===== config.mk =====
export PLATFORM = sky130hd
export DESIGN_NAME = mod_n_pwm_flat
export DESIGN_NICKNAME = d
export VERILOG_FILES = /design/src/rtl/mod_n_pkg.sv /design/src/rtl/mod_n_pwm_if.sv /design/src/rtl/mod_n_seq_check.sv /design/src/rtl/mod_n_pwm.sv /design/src/flat_wrapper.sv
export SDC_FILE = /design/constraint.sdc
export NUM_CORES = 1
export LEC_CHECK = 0
export BUFFER_PORTS_ARGS = -buffer_cell sky130_fd_sc_hd__buf_2
export CAP_MARGIN = 40
export CORE_UTILIZATION = 49
export DETAILED_ROUTE_END_ITERATION = 6
export PLACE_DENSITY = 0.71
export SYNTH_ARGS = -nofsm -noshare
export SYNTH_HDL_FRONTEND = slang
export SYNTH_HIERARCHICAL = 1
export SYNTH_SLANG_ARGS = --single-unit

===== constraint.sdc =====
create_clock -name clk -period 3.66 [get_ports clk]
set_input_delay 1.098 -clock clk [delete_from_list [all_inputs] [get_ports clk]]
set_output_delay 1.098 -clock clk [all_outputs]
set_load 0.02 [all_outputs]

===== src/rtl/mod_n_pkg.sv =====
// rtl/mod_n_pkg.sv - shared state encoding and count/duty helpers for the mod-N PWM consumer
package mod_n_pkg;

    typedef enum logic [1:0] {
        IDLE = 2'd0,
        SYNC = 2'd1,
        RUN  = 2'd2
    } state_t;

    function automatic int clamp_duty(input int duty, input int n);
        return (duty > n) ? n : duty;
    endfunction

    // Same modular increment the upstream counter uses.
    function automatic int next_count(input int c, input int n);
        return (c == n - 1) ? 0 : c + 1;
    endfunction

endpackage


===== src/rtl/mod_n_pwm_if.sv =====
// rtl/mod_n_pwm_if.sv - count bus, duty control and PWM status bundle
interface mod_n_pwm_if #(
    parameter int LENGTH = 3
);
    logic [LENGTH-1:0] count_in;
    logic              en;
    logic [LENGTH:0]   duty_in;
    logic              duty_load;
    logic              pwm_out;
    logic              period_tick;
    logic              seq_err;
    logic [1:0]        state_o;

    modport master (
        output count_in, en, duty_in, duty_load,
        input  pwm_out, period_tick, seq_err, state_o
    );

    modport slave (
        input  count_in, en, duty_in, duty_load,
        output pwm_out, period_tick, seq_err, state_o
    );
endinterface


===== src/rtl/mod_n_seq_check.sv =====
// rtl/mod_n_seq_check.sv - wrap detection and count-sequence mismatch against the previous count
module mod_n_seq_check
    import mod_n_pkg::*;
#(
    parameter int N      = 6,
    parameter int LENGTH = 3
) (
    input  logic [LENGTH-1:0] count_in,
    input  logic [LENGTH-1:0] prev_count,
    output logic              wrap,
    output logic              mismatch
);
    always_comb begin
        wrap     = (int'(count_in) == 0) && (int'(prev_count) == N - 1);
        mismatch = (int'(count_in) >= N) ||
                   (int'(count_in) != next_count(int'(prev_count), N));
    end
endmodule


===== src/rtl/mod_n_pwm.sv =====
// rtl/mod_n_pwm.sv - registered PWM driven by a mod-N count bus, with wrap-aligned duty update
module mod_n_pwm
    import mod_n_pkg::*;
#(
    parameter int N      = 6,
    parameter int LENGTH = 3
) (
    input  logic        clk,
    input  logic        reset,
    mod_n_pwm_if.slave  bus
);
    localparam int DW = LENGTH + 1;

    state_t            state, state_nx;
    logic [LENGTH-1:0] prev_count;
    logic [DW-1:0]     duty_pend, duty_pend_nx;
    logic [DW-1:0]     duty_act, duty_act_nx;
    logic [DW-1:0]     duty_clamp, duty_new, duty_eff;
    logic              pwm_q, pwm_nx;
    logic              tick_q, tick_nx;
    logic              err_q, err_nx;
    logic              apply, run_cmp;
    logic              wrap, mismatch;

    mod_n_seq_check #(.N(N), .LENGTH(LENGTH)) u_seq_check (
        .count_in   (bus.count_in),
        .prev_count (prev_count),
        .wrap       (wrap),
        .mismatch   (mismatch)
    );

    always_comb begin
        duty_clamp   = DW'(clamp_duty(int'(bus.duty_in), N));
        // A load landing on the apply cycle bypasses the pending register.
        duty_new     = bus.duty_load ? duty_clamp : duty_pend;
        duty_pend_nx = duty_new;
        state_nx     = state;
        err_nx       = err_q;
        apply        = 1'b0;
        run_cmp      = 1'b0;

        case (state)
            IDLE: begin
                if (bus.en) state_nx = SYNC;
            end
            SYNC: begin
                if (!bus.en) begin
                    state_nx = IDLE;
                end else if (bus.count_in == '0) begin
                    apply    = 1'b1;
                    run_cmp  = 1'b1;
                    state_nx = RUN;
                end
            end
            RUN: begin
                if (mismatch) err_nx = 1'b1;
                if (!bus.en) begin
                    state_nx = IDLE;
                end else if (mismatch) begin
                    state_nx = SYNC;
                end else begin
                    apply   = wrap;
                    run_cmp = 1'b1;
                end
            end
            default: state_nx = IDLE;
        endcase

        duty_eff    = apply ? duty_new : duty_act;
        duty_act_nx = duty_eff;
        tick_nx     = apply;
        pwm_nx      = run_cmp && ({1'b0, bus.count_in} < duty_eff);
    end

    always_ff @(posedge clk or negedge reset) begin
        if (!reset) begin
            state      <= IDLE;
            prev_count <= '0;
            duty_pend  <= '0;
            duty_act   <= '0;
            pwm_q      <= 1'b0;
            tick_q     <= 1'b0;
            err_q      <= 1'b0;
        end else begin
            state      <= state_nx;
            prev_count <= bus.count_in;
            duty_pend  <= duty_pend_nx;
            duty_act   <= duty_act_nx;
            pwm_q      <= pwm_nx;
            tick_q     <= tick_nx;
            err_q      <= err_nx;
        end
    end

    assign bus.pwm_out     = pwm_q;
    assign bus.period_tick = tick_q;
    assign bus.seq_err     = err_q;
    assign bus.state_o     = state;
endmodule


===== src/flat_wrapper.sv =====
// flat-port wrapper written by rule: the top's interface ports become plain ports
module mod_n_pwm_flat import mod_n_pkg::*;
#(
    parameter int N      = 6,
    parameter int LENGTH = 3
)
  (clk, reset, bus_count_in, bus_en, bus_duty_in, bus_duty_load, bus_pwm_out, bus_period_tick, bus_seq_err, bus_state_o);
  mod_n_pwm_if #(.LENGTH(LENGTH)) bus_i ();
  input  logic clk;
  input  logic reset;
  input wire logic [$bits(bus_i.count_in)-1:0] bus_count_in;
  input wire logic [$bits(bus_i.en)-1:0] bus_en;
  input wire logic [$bits(bus_i.duty_in)-1:0] bus_duty_in;
  input wire logic [$bits(bus_i.duty_load)-1:0] bus_duty_load;
  output wire logic [$bits(bus_i.pwm_out)-1:0] bus_pwm_out;
  output wire logic [$bits(bus_i.period_tick)-1:0] bus_period_tick;
  output wire logic [$bits(bus_i.seq_err)-1:0] bus_seq_err;
  output wire logic [$bits(bus_i.state_o)-1:0] bus_state_o;
  assign bus_i.count_in = bus_count_in;
  assign bus_i.en = bus_en;
  assign bus_i.duty_in = bus_duty_in;
  assign bus_i.duty_load = bus_duty_load;
  assign bus_pwm_out = bus_i.pwm_out;
  assign bus_period_tick = bus_i.period_tick;
  assign bus_seq_err = bus_i.seq_err;
  assign bus_state_o = bus_i.state_o;
  mod_n_pwm #(.N(N), .LENGTH(LENGTH)) u_core (.clk(clk), .reset(reset), .bus(bus_i));
endmodule

==> results by group, run 1 <==
Yosys
  • Avg Cell Area, Syn: 10.82 sq um
  • Synth Flop Type: dfrtp_1
  • Post-Synthesis Net Count: 99
  • Synth Warn #: 6
  • Synth area leaders: dfrtp_1 45%, ha_1 8.5%, mux2i_1 3.4%, a21oi_1 2.8%, inv_1 2.5%
  • Top cell type by total area after synthesis: dfrtp_1
  • Sequential share of the synthesized area: 0.4513
  • Synth top area share: 0.4513
  • Ys async rst share: 1.000
  • Cells after Synth: 82
  • Register bit total from synthesis: 16
  • EDFF count, synth: 0
  • Post-synth cell types: 31
  • Post-Synthesis Cell Area: 887.1 sq um

Critical path
  • Data required, critical path: 3.86 ns
  • Startpoint Class: primary input
  • FF-to-FF path depth: 11
  • R2R Path Start: u_core/prev_count[1]
  • Worst Setup SP: bus_count_in[0]
  • WP buf/inv: 1
  • Critical path's top delay family: simple AND/OR/NAND/NOR gates
  • Crit Path Max Fanout: 4
  • CP max stage cell: or4bb_1
  • Crit. End Element: flop
  • FF-to-FF End: u_core/bus.pwm_out
  • Worst EP arrival: 3.65 ns
  • CP cell instances: buf_2 -> or4bb_1 -> a211oi_1 -> nor4_1 -> nand3b_2 -> o22ai_4 -> mux2i_1 -> ha_1 -> nor3b_1 -> o22ai_1 -> o21ai_0 -> a221oi_2
  • Reg2reg setup slack: 0.71 ns
  • Worst setup path category: primary input to flop
  • Max incr delay on CP: 0.50 ns

Route
  • Pre-antenna DRT Iters: 3
  • Post-DR vias/cell: 5.235
  • Avg WL per Cell: 12.76 um
  • Iter 0 DRT Violations: 2
  • DRT Wirelength: 1.736 mm
  • DRC Markers: 0
  • Vias post-DR: 712
  • Post-DRT Antenna Nets: 0

Worst hold path
  • Worst hold start: u_core/bus.seq_err
  • Hold Path End: u_core/bus.seq_err
  • Hold path cells: 1
  • Hold crit path type: flop to flop

Timing
  • RSZ-0062 raised after global routing: false
  • Setup Skew: 0.003047 ns
  • Actual slew at the worst max-slew pin: 0.3683 ns
  • Final Hold Fails: 0
  • Max_slew headroom: 0.7545
  • Final Slew Violations: 0
  • Final period utilization: 0.9430
  • Setup ws final: 0.2085 ns
  • Final setup fails: 0
  • Fin crit period: 3.452 ns
  • Fmax: 289.7 MHz
  • Worst hold margin: 0.4617 ns

Clock network
  • Clk sink count: 16
  • # Post-CTS Setup Buffers: 0
  • CTS resizes: 0
  • Clock Tree Buf Depth: 2
  • TritonCTS clock tree: built
  • H-tree depth reported by CTS: 1
  • Clock Root Buffer: clkbuf_4
  • Inserted Clock Buffers: 3
  • Hold-fix buffers, CTS: 0
  • Clk slew on worst S/H paths: 0.09 ns
  • Clk_lat worst skew: 0.29 ns

GRT
  • Total grt overflow: 0
  • Met3 GRT Util: 0.04898
  • Largest net degree at the start of global routing: 17
  • Grt met1 use: 0.2552
  • M2 GR Usage: 0.3206
  • Antenna violations before repair: 0
  • Global-route wire length before repair: 2.801 mm
  • Gr busiest metal: met2
  • Global-route usage over all layers: 0.2053
  • Number of global-route vias before repair: 657

Floorplan
  • Horiz. Die Dim: 44.55 um
  • Core box area: 1708 sq um
  • Die height: 44.55 um
  • Ports: 16
  • Initial core utilization: 0.5194
  • Site Rows: 15
  • Die ar.: 1985 sq um

Power
  • Max VDD drop: 293.4 uV
  • Power Dens Cells: 486.5 nW/um^2
  • Leakage power: 0.5250 nW

Layout
  • Ant. Diodes: 0
  • Util after Layout: 0.6469
  • Share of layout cells above drive strength 1: 0.3333
  • Area Overhead vs Synth: 24.54%
  • Nets: 129
  • Most common cell after layout, fill and taps aside: dfrtp_1
  • Most frequent cells in the layout: 16 x dfrtp_1, 15 x buf_2, 10 x buf_4

Place
  • Dpl hpwl: 1.346 mm
  • PortBufs: 15
  • Placer Congestion: 0.7952
  • Pre-CTS setup slack: -0.07860 ns

Flow run
  • Max-cap violation count: 0

Run status
  • Outcome: finished clean
## layout make-up
cell class              count  area, sq um
fillers                   149        603.1
flip-flops and latches     16        400.4
multi-input cells          60        464.2
well taps                  25        31.28
inverters                   6        22.52
repair buffers             25        150.1
clock buffers               4        36.28
## how the worst max path moves through the flow
stage	end	cells past startpoint	slack [ns]
2_1_floorplan	u_core/bus.pwm_out	11	0.17
3_3_place_gp	u_core/bus.pwm_out	12	-0.04
3_5_place_dp	u_core/bus.pwm_out	12	-0.08
4_1_cts	u_core/bus.pwm_out	12	0.21
5_1_grt	u_core/bus.pwm_out	11	0.05
6_report	u_core/bus.pwm_out	12	0.21
## stage by stage
stage | cells | setup TNS [ns] | cell area (sq um) | total power (W)
final | 136 | 0 | 1105 | 0.0005375
after global routing | 136 | 0 | 1105 | 0.0005792
after CTS | 136 | 0 | 1105 | 0.0005475
after detailed placement | 132 | -0.07860 | 1069 | 0.0004279
after global placement | 132 | -0.04063 | 1069 | 0.0004220
after floorplan | 82 | 0 | 887.1 | 0.0003528
## where the power goes
group	switching, W	internal [W]	leakage, nW
sequential	0.0000192	0.000208	0.199
clock	0.0000548	0.0000606	0.0210
combinational	0.000100	0.0000942	0.305
total	0.000174	0.000363	0.525
## flip-flops by register name, summed over array words and instances (netlist names)
signal	count
u_core/prev_count	3
u_core/bus.period_tick	1
u_core/bus.state_o	2
u_core/duty_act	4
u_core/bus.seq_err	1
u_core/duty_pend	4
u_core/bus.pwm_out	1
## routing by layer
| metal | share of wire | wire length [um] |
|---|---|---|
| met2 | 0.48 | 835 |
| met5 | 0 | 0 |
| met4 | 0.0086 | 15 |
| met1 | 0.48 | 831 |
| met3 | 0.031 | 54 |
## cell usage after synthesis, drive strengths merged, types with 2 or more instances
cell type	instances
dfrtp	16
ha	6
inv	6
nor2	6
a21oi	5
nand2	4
mux2i	3
nand3b	3
nor2b	3
o21ai	3
a211oi	2
a31o	2
mux2	2
nand2b	2
nand4b	2
nor3	2
o22ai	2
or3b	2
## worst register-to-register path, stage by stage (launching register included)
cell,delay [ns]
dfrtp_1,0.43
or4bb_1,0.50
a211oi_1,0.25
nor4_1,0.09
nand3b_2,0.26
o22ai_4,0.25
mux2i_1,0.27
ha_1,0.28
nor3b_1,0.15
o22ai_1,0.11
o21ai_0,0.12
a221oi_2,0.17
## cell families (layout without fill, tap and decap cells)
logic type,after synthesis,in the layout,share of synthesized area
AND/OR/NAND/NOR,32,32,0.2355
AO/OA/AOI/OAI,17,17,0.1439
flip-flops,16,16,0.4513
adder cells (fa/ha/maj),6,6,0.08462
buffers and inverters,6,35,0.02539
multiplexers,5,5,0.05924
No activity file was read; power rests on OpenSTA's default activity.
==> inputs of run 2 (changes only) <==
==> constraint.sdc (replaced) <==
create_clock -name clk -period 3.2 [get_ports clk]
set_input_delay 0.96 -clock clk [delete_from_list [all_inputs] [get_ports clk]]
set_output_delay 0.96 -clock clk [all_outputs]
set_load 0.02 [all_outputs]
==> run 2 against run 1 <==
  * Worst setup slack worse by 0.22 ns
  * Via count grew 5.3%
  * Combinational power is 35% higher
  * Non-clock buffer count rose by 5
  * The run now ends with negative setup slack left
  * Critical path depth did not move
  * Register-to-register slack got worse by 0.33 ns
==> results by group, run 2 (synthesis results as in run 1) <==
Run status
  • Outcome: complete, but fails checks
  • Failing checks: negative setup slack

Timing
  • Final Hold Fails: 0 (unchanged)
  • Fin crit period: 3.207 ns
  • Actual slew at the worst max-slew pin: 0.3516 ns (-0.01666 ns)
  • Setup ws final: -0.007197 ns (-0.2157 ns)
  • Final setup fails: 1 (+1)
  • RSZ-0062 raised after global routing: true
  • Final period utilization: 1.002
  • Setup TNS: -0.007197 ns (-0.007197 ns)
  • Final Slew Violations: 0 (unchanged)
  • Max_slew headroom: 0.7656 (+0.01111)
  • Fmax: 311.8 MHz
  • Setup Skew: 0.002721 ns (-0.0003259 ns)

Clock network
  • Clk_lat worst skew: 0.28 ns (about the same)
  • TritonCTS clock tree: built
  • Inserted Clock Buffers: 3 (unchanged)
  • Clock Root Buffer: clkbuf_4
  • H-tree depth reported by CTS: 1 (unchanged)
  • Hold-fix buffers, CTS: 0 (unchanged)
  • Clock Tree Buf Depth: 2 (unchanged)
  • Clk sink count: 16 (unchanged)
  • Clk slew on worst S/H paths: 0.09 ns (about the same)

Critical path
  • Startpoint Class: primary input
  • Worst EP arrival: 3.40 ns (-0.25 ns)
  • CP max stage cell: or4bb_1
  • Worst setup path category: primary input to flop
  • Worst Setup SP: bus_count_in[0]
  • CP cell instances: buf_2 -> or4bb_1 -> a211oi_2 -> nor4_2 -> nand3b_4 -> o22ai_4 -> mux2i_2 -> ha_1 -> nor3b_1 -> o22ai_1 -> o21ai_1 -> a221oi_2
  • Crit Path Max Fanout: 4 (unchanged)
  • Max incr delay on CP: 0.52 ns (+0.02 ns)
  • R2R Path Start: u_core/prev_count[1]
  • Data required, critical path: 3.39 ns (-0.47 ns)
  • Crit. End Element: flop

GRT
  • Largest net degree at the start of global routing: 17 (unchanged)
  • Number of global-route vias before repair: 657 (unchanged)
  • Global-route wire length before repair: 2.980 mm (+6.4%)
  • Antenna violations before repair: 0 (unchanged)
  • Total grt overflow: 0 (unchanged)
  • Global-route usage over all layers: 0.2173 (+0.01198)

Power
  • Power Dens Cells: 554.7 nW/um^2 (+14%)
  • Leakage power: 0.5628 nW (+7.2%)
  • Max VDD drop: 358.8 uV (+22%)

Layout
  • Share of layout cells above drive strength 1: 0.4052 (+0.07184)
  • Largest registers: u_core/duty_act x4, u_core/duty_pend x4, u_core/prev_count x3
  • Most common cell after layout, fill and taps aside: dfrtp_1
  • Ant. Diodes: 0 (unchanged)
  • Area Overhead vs Synth: 32.58%
  • Non-Filler Instances: 141 (+3.7%)
  • Nets: 134 (+3.9%)
  • Most frequent cells in the layout: 16 x dfrtp_1, 15 x buf_2, 15 x buf_4

Floorplan
  • Site Rows: 15 (unchanged)
  • Horiz. Die Dim: 44.55 um (unchanged)
  • Ports: 16 (unchanged)
  • Die height: 44.55 um (unchanged)
  • Initial core utilization: 0.5194 (unchanged)
  • Die ar.: 1985 sq um (unchanged)
  • Core box area: 1708 sq um (unchanged)

Route
  • DRT Wirelength: 1.903 mm (+9.6%)
  • Post-DR vias/cell: 5.319 (+1.6%)
  • Post-DRT Antenna Nets: 0 (unchanged)
  • Avg WL per Cell: 13.50 um (+5.7%)
  • Vias post-DR: 750 (+5.3%)
  • Iter 0 DRT Violations: 30 (+28)
  • DRC Markers: 0 (unchanged)
  • Pre-antenna DRT Iters: 4 (+1)

Place
  • Dpl hpwl: 1.390 mm (+3.3%)
  • Dpl cells: 134 (+1.5%)
  • PortBufs: 15 (unchanged)
  • Pre-CTS setup slack: -0.2711 ns (-0.1925 ns)
  • Placer Congestion: 0.7511 (-5.5%)

Worst hold path
  • Hold crit path type: flop to flop
  • Worst hold start: u_core/bus.seq_err

Flow run
  • Max-cap violation count: 0 (unchanged)
## run 2: cell types whose count changed in the layout (fill, tap and decap cells not counted), sizes merged
cell  change
buf       +5
## run 2: critical path: cells and delay by family
kind,cells,cell delay (ns)
AO/OA/AOI/OAI,5,0.86
multiplexers,1,0.27
adder cells (fa/ha/maj),1,0.27
buffers and inverters,1,0.12
AND/OR/NAND/NOR,4,0.92
## run 2: layout make-up
cell class / count / area [sq um]
Inverter: 6 / 22.52
Fill cell: 135 / 531.8
Timing Repair Buffer: 30 / 187.7
Sequential cell: 16 / 400.4
Multi-Input combinational cell: 60 / 498.0
Tap cell: 25 / 31.28
Clock buffer: 4 / 36.28
## run 2: per-stage QoR
stage            util   power, W  hold WS (ns)  instance area (sq um)
2_1_floorplan       -  0.0004053        0.4520                  900.9
4_1_cts        0.6703  0.0006420        0.4650                   1145
3_5_place_dp   0.6425  0.0004904        0.4456                   1097
6_report       0.6886  0.0006525        0.4587                   1176
3_3_place_gp   0.6425  0.0004842        0.4358                   1097
5_1_grt        0.6886  0.0006973        0.4816                   1176
## run 2: metal layers
layer / GRT usage / wire (um) / vias to the layer above
met3: 0.02449 / 91 / 4
met4: 0.1091 / 22 / 0
met1: 0.2813 / 859 / 353
li1: - / - / 367
met5: 0 / 0 / -
met2: 0.3588 / 930 / 26
## run 2: repair_timing
item | 4_1_cts | 5_1_grt
setup endpoints to repair | 1 | 1
buffers inserted | 1 | 2
resized for setup | 1 | 3
pin swaps | 0 | 1
## run 2: worst paths after layout
path                       slack (ns)                   end  depth (start not counted)
max in group asynchronous        2.37    u_core/duty_act[0]                          1
min in group asynchronous        0.57  u_core/prev_count[0]                          1
min reg2reg                      0.46    u_core/bus.seq_err                          1
max reg2reg                      0.38    u_core/bus.pwm_out                         11
max                            -0.007    u_core/bus.pwm_out                         12
min                              0.46    u_core/bus.seq_err                          1
## run 2: report_power, final
group | switching (W) | internal [W] | total, W
logic | 0.000131 | 0.000130 | 0.000261
clock network | 0.0000603 | 0.0000692 | 0.000130
registers | 0.0000237 | 0.000238 | 0.000262
